**src/rtl/line_fill_controller.sv**
```systemverilog
`default_nettype none
// ============================================================================
// line_fill_controller : critical-word-first cache line fill with write merge
// Revision 1.0
// ============================================================================
module line_fill_controller #(
    parameter int WORD_SIZE        = 32,
    parameter int BLOCK_SIZE       = 512,
    parameter int NUM_SEGMENTS     = 16,
    parameter int NUM_SEGMENTS_LOG = 4,
    parameter int ADDR_WIDTH       = 32
) (
    input  logic                  clk,
    input  logic                  rst_n,
    input  logic                  fill_req,
    input  logic [ADDR_WIDTH-1:0] fill_addr,
    input  logic                  wr_en,
    input  logic [WORD_SIZE-1:0]  wr_data,
    output logic                  busy,
    output logic                  mem_req,
    output logic [ADDR_WIDTH-1:0] mem_addr,
    input  logic                  mem_ack,
    input  logic                  mem_rvalid,
    input  logic [WORD_SIZE-1:0]  mem_rdata,
    output logic                  crit_valid,
    output logic [WORD_SIZE-1:0]  crit_word,
    output logic                  line_valid,
    output logic [BLOCK_SIZE-1:0] line_out
);

    typedef enum logic [1:0] {
        IDLE = 2'd0,
        REQ  = 2'd1,
        FILL = 2'd2,
        DONE = 2'd3
    } state_t;

    state_t                      r_state;
    logic [NUM_SEGMENTS_LOG-1:0] r_crit_off;
    logic [NUM_SEGMENTS_LOG-1:0] r_beat_cnt;
    logic                        r_wr_en;
    logic [WORD_SIZE-1:0]        r_wr_data;

    logic [NUM_SEGMENTS_LOG-1:0] w_word_idx;
    logic [WORD_SIZE-1:0]        w_beat_word;
    logic                        w_first_beat;
    logic                        w_last_beat;

    // Wrap-order placement: the counter width gives the modulo for free.
    assign w_word_idx   = r_crit_off + r_beat_cnt;
    assign w_first_beat = (r_beat_cnt == '0);
    assign w_last_beat  = (r_beat_cnt == NUM_SEGMENTS_LOG'(NUM_SEGMENTS - 1));
    assign w_beat_word  = (w_first_beat && r_wr_en) ? r_wr_data : mem_rdata;

    always_ff @(posedge clk or negedge rst_n) begin
        if (!rst_n) begin
            r_state    <= IDLE;
            r_crit_off <= '0;
            r_beat_cnt <= '0;
            r_wr_en    <= 1'b0;
            r_wr_data  <= '0;
            busy       <= 1'b0;
            mem_req    <= 1'b0;
            mem_addr   <= '0;
            crit_valid <= 1'b0;
            crit_word  <= '0;
            line_valid <= 1'b0;
            line_out   <= '0;
        end else begin
            crit_valid <= 1'b0;
            line_valid <= 1'b0;
            case (r_state)
                IDLE: begin
                    if (fill_req) begin
                        r_crit_off <= fill_addr[NUM_SEGMENTS_LOG+1:2];
                        r_beat_cnt <= '0;
                        r_wr_en    <= wr_en;
                        r_wr_data  <= wr_data;
                        mem_addr   <= fill_addr & ~ADDR_WIDTH'(3);
                        mem_req    <= 1'b1;
                        busy       <= 1'b1;
                        r_state    <= REQ;
                    end
                end
                REQ: begin
                    if (mem_ack) begin
                        mem_req <= 1'b0;
                        r_state <= FILL;
                    end
                end
                FILL: begin
                    if (mem_rvalid) begin
                        for (int i = 0; i < NUM_SEGMENTS; i++) begin
                            if (w_word_idx == NUM_SEGMENTS_LOG'(i))
                                line_out[i*WORD_SIZE +: WORD_SIZE] <= w_beat_word;
                        end
                        // Write misses already own the critical word; only reads get it early.
                        if (w_first_beat && !r_wr_en) begin
                            crit_valid <= 1'b1;
                            crit_word  <= mem_rdata;
                        end
                        r_beat_cnt <= r_beat_cnt + NUM_SEGMENTS_LOG'(1);
                        if (w_last_beat) begin
                            line_valid <= 1'b1;
                            r_state    <= DONE;
                        end
                    end
                end
                DONE: begin
                    busy    <= 1'b0;
                    r_state <= IDLE;
                end
                default: r_state <= IDLE;
            endcase
        end
    end

endmodule
`default_nettype wire

```
**config.mk**
```make
export PLATFORM = sky130hd
export DESIGN_NAME = line_fill_controller
export DESIGN_NICKNAME = d
export VERILOG_FILES = /design/src/rtl/line_fill_controller.sv
export SDC_FILE = /design/constraint.sdc
export NUM_CORES = 1
export LEC_CHECK = 0
export ABC_AREA = 0
export CAP_MARGIN = 20
export CORE_AREA = 2 2 263 265
export CTS_BUF_LIST = sky130_fd_sc_hd__clkbuf_2 sky130_fd_sc_hd__clkbuf_4 sky130_fd_sc_hd__clkbuf_8
export DETAILED_ROUTE_END_ITERATION = 6
export DIE_AREA = 0 0 265 267
export PLACE_DENSITY = 0.65
export SYNTH_ARGS = -nofsm -noshare
export SYNTH_HDL_FRONTEND = slang
export SYNTH_SLANG_ARGS = --single-unit
```
**constraint.sdc**
```tcl
create_clock -name clk -period 2.7 [get_ports clk]
set_input_delay 0.54 -clock clk [delete_from_list [all_inputs] [get_ports clk]]
set_output_delay 0.54 -clock clk [all_outputs]
set_load 0.05 [all_outputs]
```
==> reports/metrics.cfg, run 1 <==
[clock_tree]
cts_sinks=617
cts_root_buf=clkbuf_8
cts_buffers=104
cts.htree.levels=3
cts_tree=yes
cts_buffer_depth=3
clkTransAtPathRegs_ns=0.06
insertion_delay_ns=0.69

[logic_synthesis]
avgSynthCellArea_um2=16.6
synth_edf_count=0
synth.distinct_cells=42
yosys_most_used_dff=dfrtp_1
synth-seq-area-share=0.643
ys_ff_latch=617
netlist_area_um2=24000
synthCells=1448
yosysWarnings=0
async_flop_share=1.00

[setup_path]
endpoint_kind=flop
cp_data_required_time_ns=3.26
cpPeakStageDelay_ns=0.55
worst_path_max_delay_cell=fa_2
critPathMaxFanout=14
worstPathCellList=ha_4, fa_2, nand3_2, or3_4, nor3_4, buf_12, buf_12, mux2_2
r2r_slack_ns=0.05
critPathLaunchType=flop
crit_family=adder cells
worst-setup-path-type=reg -> reg
crit_buf_inv=2
critPathArrivalTime_ns=3.21
crit_top_cell=buf_12

[grt]
grtUsageMet2=0.383
grt_busiest_layer=met2
met3_usage=0.0769
grt_start_max_net_pins=75
grtUsageMet1=0.253
grt_pass1_vias=17000
grt_pass1_wl_mm=114
grt_use_total=0.218
antenna_found_initial=5
grt-ovfl-total=0

[cells_and_area]
nFillCells=5655
drive_gt1_frac=0.404
nets=2329
multi_input_area_um2=8110
seq_area_um2=15400
synthToLayoutAreaGrowth_pct=45.8
final_cell_count_no_fill=3189

[place]
dpl.hpwl_mm=55.6
dp_cells=2987
gp_congestion=0.797
io_buffers=677

[floorplanning]
core_um2=68000
dieWidth_um=265
start_util=0.353
io_pins=682
rows=96
die_h_um=267
dieArea_um2=70800

[flow_run]
maxCapViolations=0

[sta]
setup_violations=0
skew_ns=0.0536
relSlewSlack=0.504
fin_crit_sh=0.981
min_period_ns=2.65
max_freq_mhz=378
finalHoldViolCount=0
hold_ws_ns=0.457
slew_violations=0
tightest_slew_ns=0.743

[pwr]
power.leakage_nw=15.9
power_frac_seq=0.288
combPwrFrac=0.535
fin_total_pwr_mw=51.1
peakVddDrop_uv=827
power.internal_mw=27.3
switching_share=0.465
power-per-cell-area_nw_per_um2=1460
switchingPower_mw=23.8
p_clk_frac=0.178

[route]
drt-wirelength-per-cell_um=24.6
first_pass_iters=4
drc_errors=0
ant_nets=0
routed_wirelength_mm=78.6
drt_iter0_drc=683
vias=15500
vias_per_cell=4.85

[hold_path]
hp-class=in -> async

[run_status]
status=complete, no violations

power by group through the flow:
stage	Combinational [mW]	Clock [mW]	Sequential, mW
final	27.3	9.07	14.7
after global routing	28.2	9.75	15.1
after CTS	27.5	9.34	14.7
after detailed placement	27.4	0	14.8
after global placement	27.2	0	14.6
after floorplan	5.90	0	25.7
worst paths after layout:
check,start,endpoint,cells past startpoint
setup / recovery,r_crit_off[0]$_DFFE_PN0P_,line_out[196]$_DFFE_PN0P_,8
hold / removal,rst_n,crit_word[0]$_DFFE_PN0P_,2
setup reg to reg,r_crit_off[0]$_DFFE_PN0P_,line_out[196]$_DFFE_PN0P_,8
hold reg to reg,line_out[10]$_DFFE_PN0P_,line_out[10]$_DFFE_PN0P_,1
max in group asynchronous,rst_n,line_out[298]$_DFFE_PN0P_,3
min in group clk,wr_data[17],r_wr_data[17]$_DFFE_PN0P_,2
through the flow:
step                       util  setup WS (ns)  TNS (ns)  area, um2
after floorplan               -        -0.0927     -3.01      24100
after global placement    0.478         0.0611         0      32500
after detailed placement  0.478         0.0285         0      32500
after CTS                 0.513         0.0105         0      34800
after global routing      0.514       -0.00316  -0.00316      35000
final                     0.514         0.0512         0      35000
Yosys cell counts (2+ instances only):
cell,instances,area [um2]
o21bai_2,3,33.8
a22o_1,3,26.3
buf_6,12,135
buf_4,3,22.5
dfrtp_1,617,15400
nand2_1,10,37.5
or3_1,3,18.8
nor3_4,3,48.8
buf_2,66,330
o2111ai_4,2,52.6
ha_1,9,113
mux2_2,620,6980
a21o_1,2,15.0
nand4_1,2,12.5
clkbuf_1,19,71.3
o21ai_0,8,40.0
a21oi_1,3,15.0
and3_1,3,18.8
mux2_1,19,214
nor3_1,3,15.0
nor2_1,4,15.0
inv_1,5,18.8
nand3_1,6,30.0
o2111ai_1,2,17.5
nor4_4,4,85.1
cells in the final DEF (no fill, tap or decap), drive strengths merged, types with 3 or more instances in the layout:
cell type,netlist,routed
clkdlybuf4s50,0,676
mux2,639,639
dfrtp,617,617
clkbuf,19,175
buf,83,85
clkinv,0,15
nand2,10,10
ha,9,9
o21ai,8,8
inv,5,8
nand3,6,6
nor3,6,6
nor2,4,4
nor4,4,4
o2111ai,4,4
a21oi,4,4
or3,3,3
o21bai,3,3
a22o,3,3
and3,3,3
area by class of cell:
type,instances,area share
diodes,2,0.000143
clock buffers,173,0.0615
clock inverters,21,0.00587
inverters,5,0.000537
multi-input cells,725,0.232
flip-flops and latches,617,0.442
well taps,882,0.0316
repair buffers,764,0.227
repair_timing:
action                                  4_1_cts  5_1_grt
resized for setup                             0        5
hold endpoints to repair                     48        0
buffers inserted                              0        3
endpoints found under the setup margin        0       69
hold buffers                                  1        0
layer usage:
metal	vias up	routed length, um
met5	-	16
met4	2	1610
met3	105	6140
met2	542	40000
met1	8129	30800
li1	6693	-
flip-flops by register name, indices dropped and copies added, names as in the netlist:
register	flops
line_out	512
crit_word	32
r_wr_data	32
mem_addr	27
r_beat_cnt	4
r_crit_off	3
r_state	2
busy	1
crit_valid	1
line_valid	1
mem_req	1
r_wr_en	1
kinds of logic after synthesis:
family | Yosys count | synth area share
other | 1 | 0.000156
adders and majority gates | 10 | 0.00553
AOI/OAI and AO/OA | 28 | 0.0105
xor gates and xnor gates | 3 | 0.00172
DFF | 617 | 0.643
and+or+nand+nor | 43 | 0.0138
buffers and inverters | 107 | 0.0249
muxes | 639 | 0.300
Power figures use the tool's default switching activity.
==> run 2: changes to the inputs <==
--- a/config.mk
+++ b/config.mk
@@ -11,6 +11,7 @@
 export CTS_BUF_LIST = sky130_fd_sc_hd__clkbuf_2 sky130_fd_sc_hd__clkbuf_4 sky130_fd_sc_hd__clkbuf_8
 export DETAILED_ROUTE_END_ITERATION = 6
 export DIE_AREA = 0 0 265 267
+export HOLD_SLACK_MARGIN = 0.06
 export PLACE_DENSITY = 0.65
 export SYNTH_ARGS = -nofsm -noshare
 export SYNTH_HDL_FRONTEND = slang
==> results of run 2 <==
Same layout as run 1: the final DEF is identical, and so are final timing and power.
==> run 3: changes to the inputs <==
==> config.mk (replaced) <==
export PLATFORM = sky130hd
export DESIGN_NAME = line_fill_controller
export DESIGN_NICKNAME = d
export VERILOG_FILES = /design/src/rtl/line_fill_controller.sv
export SDC_FILE = /design/constraint.sdc
export NUM_CORES = 1
export LEC_CHECK = 0
export ABC_AREA = 1
export CAP_MARGIN = 20
export CORE_AREA = 2 2 265 267
export CTS_BUF_LIST = sky130_fd_sc_hd__clkbuf_2 sky130_fd_sc_hd__clkbuf_4 sky130_fd_sc_hd__clkbuf_8
export DETAILED_ROUTE_END_ITERATION = 6
export DIE_AREA = 0 0 267 269
export HOLD_SLACK_MARGIN = 0.06
export PLACE_DENSITY = 0.67
export SYNTH_ARGS = -nofsm -noshare
export SYNTH_HDL_FRONTEND = slang
export SYNTH_SLANG_ARGS = --single-unit
==> run 3 against run 2 <==
Net effect:
- clock skew up 0.0054 ns
- die area up 1.5%
- first-iteration DRC count increased to 4.0 times the previous value
- setup slack improved by 0.026 ns
- core utilization rose by 1.6 points
- via count increased by 61%
- non-clock buffer count is 76 higher
- sequential share of layout area shrank 2.2 points
- cell area up 5.2%
- clock-buffer cell count is 15 lower
- critical path depth decreased by 6
- critical endpoint is now mem_addr[3]
==> reports/metrics.cfg, run 3 <==
[route]
first_pass_iters=5
drt-wirelength-per-cell_um=23.5
ant_nets=0
drc_errors=0
drt_iter0_drc=2740
routed_wirelength_mm=109
vias=24900
vias_per_cell=5.41

[logic_synthesis]
yosysTopAreaCell=dfrtp_1
yosys-top-cells-area=dfrtp_1 60%, nand2_1 20%, nand4_1 13%
synth_top_area_share=0.599
synthCells=2928
ys_ff_latch=617
avgSynthCellArea_um2=8.81
synth_most_common_cell=nand2_1
yosys_most_used_dff=dfrtp_1
yosysWarnings=0
async_flop_share=1.00
ys_top_cells_by_count=1392 x nand2_1, 617 x dfrtp_1, 547 x nand4_1
synth_edf_count=0
synth-seq-area-share=0.599
netlist_area_um2=25800
synth.distinct_cells=21

[clock_tree]
cts_buffer_depth=3
cts_root_buf=clkbuf_8
cts_buffers=104
cts_sinks=617
insertion_delay_ns=0.73
post_cts_buffers=0
cts.htree.levels=3
cts_tree=yes
clkTransAtPathRegs_ns=0.07

[grt]
grt_use_total=0.297
grt_start_max_net_pins=77
grt-ovfl-total=0
grt_pass1_wl_mm=158
grt_pass1_vias=23900
antenna_found_initial=5

[floorplanning]
dieWidth_um=267
core_um2=69300
io_pins=682
rows=97
die_h_um=269
dieArea_um2=71800
start_util=0.372

[cells_and_area]
drive_gt1_frac=0.101
nets=3700
synthToLayoutAreaGrowth_pct=42.6
regMostFlops=line_out
postLayoutCoreUtil=0.531
nFillCells=6276
final_cell_mix=1381 x nand2_1, 676 x clkdlybuf4s50_1, 617 x dfrtp_1
final_cell_count_no_fill=4610
largest_register_ffs=512
layout_commonest_cell=nand2_1
largestRegisters=line_out (512), crit_word (32), r_wr_data (32)

[setup_path]
critPathLaunchType=flop
critPathArrivalTime_ns=2.08
worstPathCellList=buf_4, clkdlybuf4s50_1
worst-setup-path-type=reg -> out
critPathMaxFanout=3
worst_path_max_delay_cell=clkdlybuf4s50_1
endpoint_kind=output port
cp_data_required_time_ns=2.16
cpPeakStageDelay_ns=0.82

[place]
dpl.hpwl_mm=72.9
pre_cts_ws_ns=0.0860
gp_congestion=0.869
io_buffers=677
dp_cells=4421

[sta]
grt_setup_unrepaired=false
max_freq_mhz=381
skew_ns=0.0589
fin_ws_ns=0.0770
min_period_ns=2.62
fin_crit_sh=0.971
slew_violations=0
relSlewSlack=0.546
tightest_slew_ns=0.680
setup_violations=0
setup_tns_ns=0
finalHoldViolCount=0

[hold_path]
hp-class=in -> reg

[flow_run]
maxCapViolations=0

[run_status]
status=complete, no violations

## run 3: cell types whose count changed in the layout (fill, tap and decap cells not counted), moves of 13 or more
cell / before / now
nand3_1: 5 / 21
nand2_1: 9 / 1381
mux2_2: 611 / 0
buf_12: 37 / 50
mux2_1: 19 / 0
buf_4: 46 / 110
nand4_1: 2 / 547
## run 3: worst max-delay path, delay by kind of cell, from the launching register on
kind / cells / cell delay, ns
buffers and inverters: 2 / 0.98
flip-flops: 1 / 0.40
## run 3: cell families after synthesis
logic type / count (synthesis) / share of synthesized area
flip-flops: 617 / 0.599
AND/OR/NAND/NOR: 1976 / 0.343
other: 1 / 0.000145
buffers and inverters: 309 / 0.0502
AO/OA/AOI/OAI: 14 / 0.00276
XOR/XNOR: 1 / 0.000340
adder cells (fa/ha/maj): 10 / 0.00514
## run 3: worst paths after layout
check	from	end	slack, ns	cells after the start
hold / removal	wr_data[15]	r_wr_data[15]$_DFFE_PN0P_	0.34	3
setup reg to reg	r_crit_off[0]$_DFFE_PN0P_	line_out[362]$_DFFE_PN0P_	0.12	9
setup / recovery	r_crit_off[1]$_DFFE_PN0P_	mem_addr[3]	0.08	2
hold reg to reg	line_out[264]$_DFFE_PN0P_	line_out[264]$_DFFE_PN0P_	0.47	2
min in group asynchronous	rst_n	line_out[119]$_DFFE_PN0P_	0.37	2
max in group asynchronous	rst_n	mem_addr[30]$_DFFE_PN0P_	1.39	4
## run 3: cell type report
cell class / count / area, um2 / area share
Antenna cell: 4 / 10.0 / 0.000272
Clock buffer: 158 / 1990 / 0.0540
Clock inverter: 26 / 304 / 0.00826
Inverter: 22 / 90.1 / 0.00245
Multi-Input combinational cell: 2003 / 9140 / 0.248
Sequential cell: 617 / 15400 / 0.420
Tap cell: 940 / 1180 / 0.0320
Timing Repair Buffer: 840 / 8640 / 0.235
## run 3: metal layers
layer  up-vias  GRT usage  routed length (um)
li1      11100          -                   -
met1     12200      0.384               42800
met2      1339      0.453               49100
met3       283     0.0763               10100
met4         2      0.172                6480
met5         -          0                  13
## run 3: through the flow
| step | hold slack (ns) | area [um2] |
|---|---|---|
| CTS | 0.273 | 36800 |
| detailed placement | 0.457 | 34500 |
| floorplan | 0.244 | 25800 |
| finish | 0.341 | 36800 |
| global placement | 0.453 | 34500 |
| global route | 0.313 | 36800 |
## run 3: what timing repair did
| action | CTS | global route |
|---|---|---|
| gates resized for setup | 0 | 3 |
| endpoints found under the hold margin | 44 | 0 |
| endpoints found under the setup margin | 0 | 80 |
| hold buffers | 1 | 0 |
Power of run 3 is not shown: default switching activity piles up to over one toggle a cycle in this logic, so the estimate is an artifact.
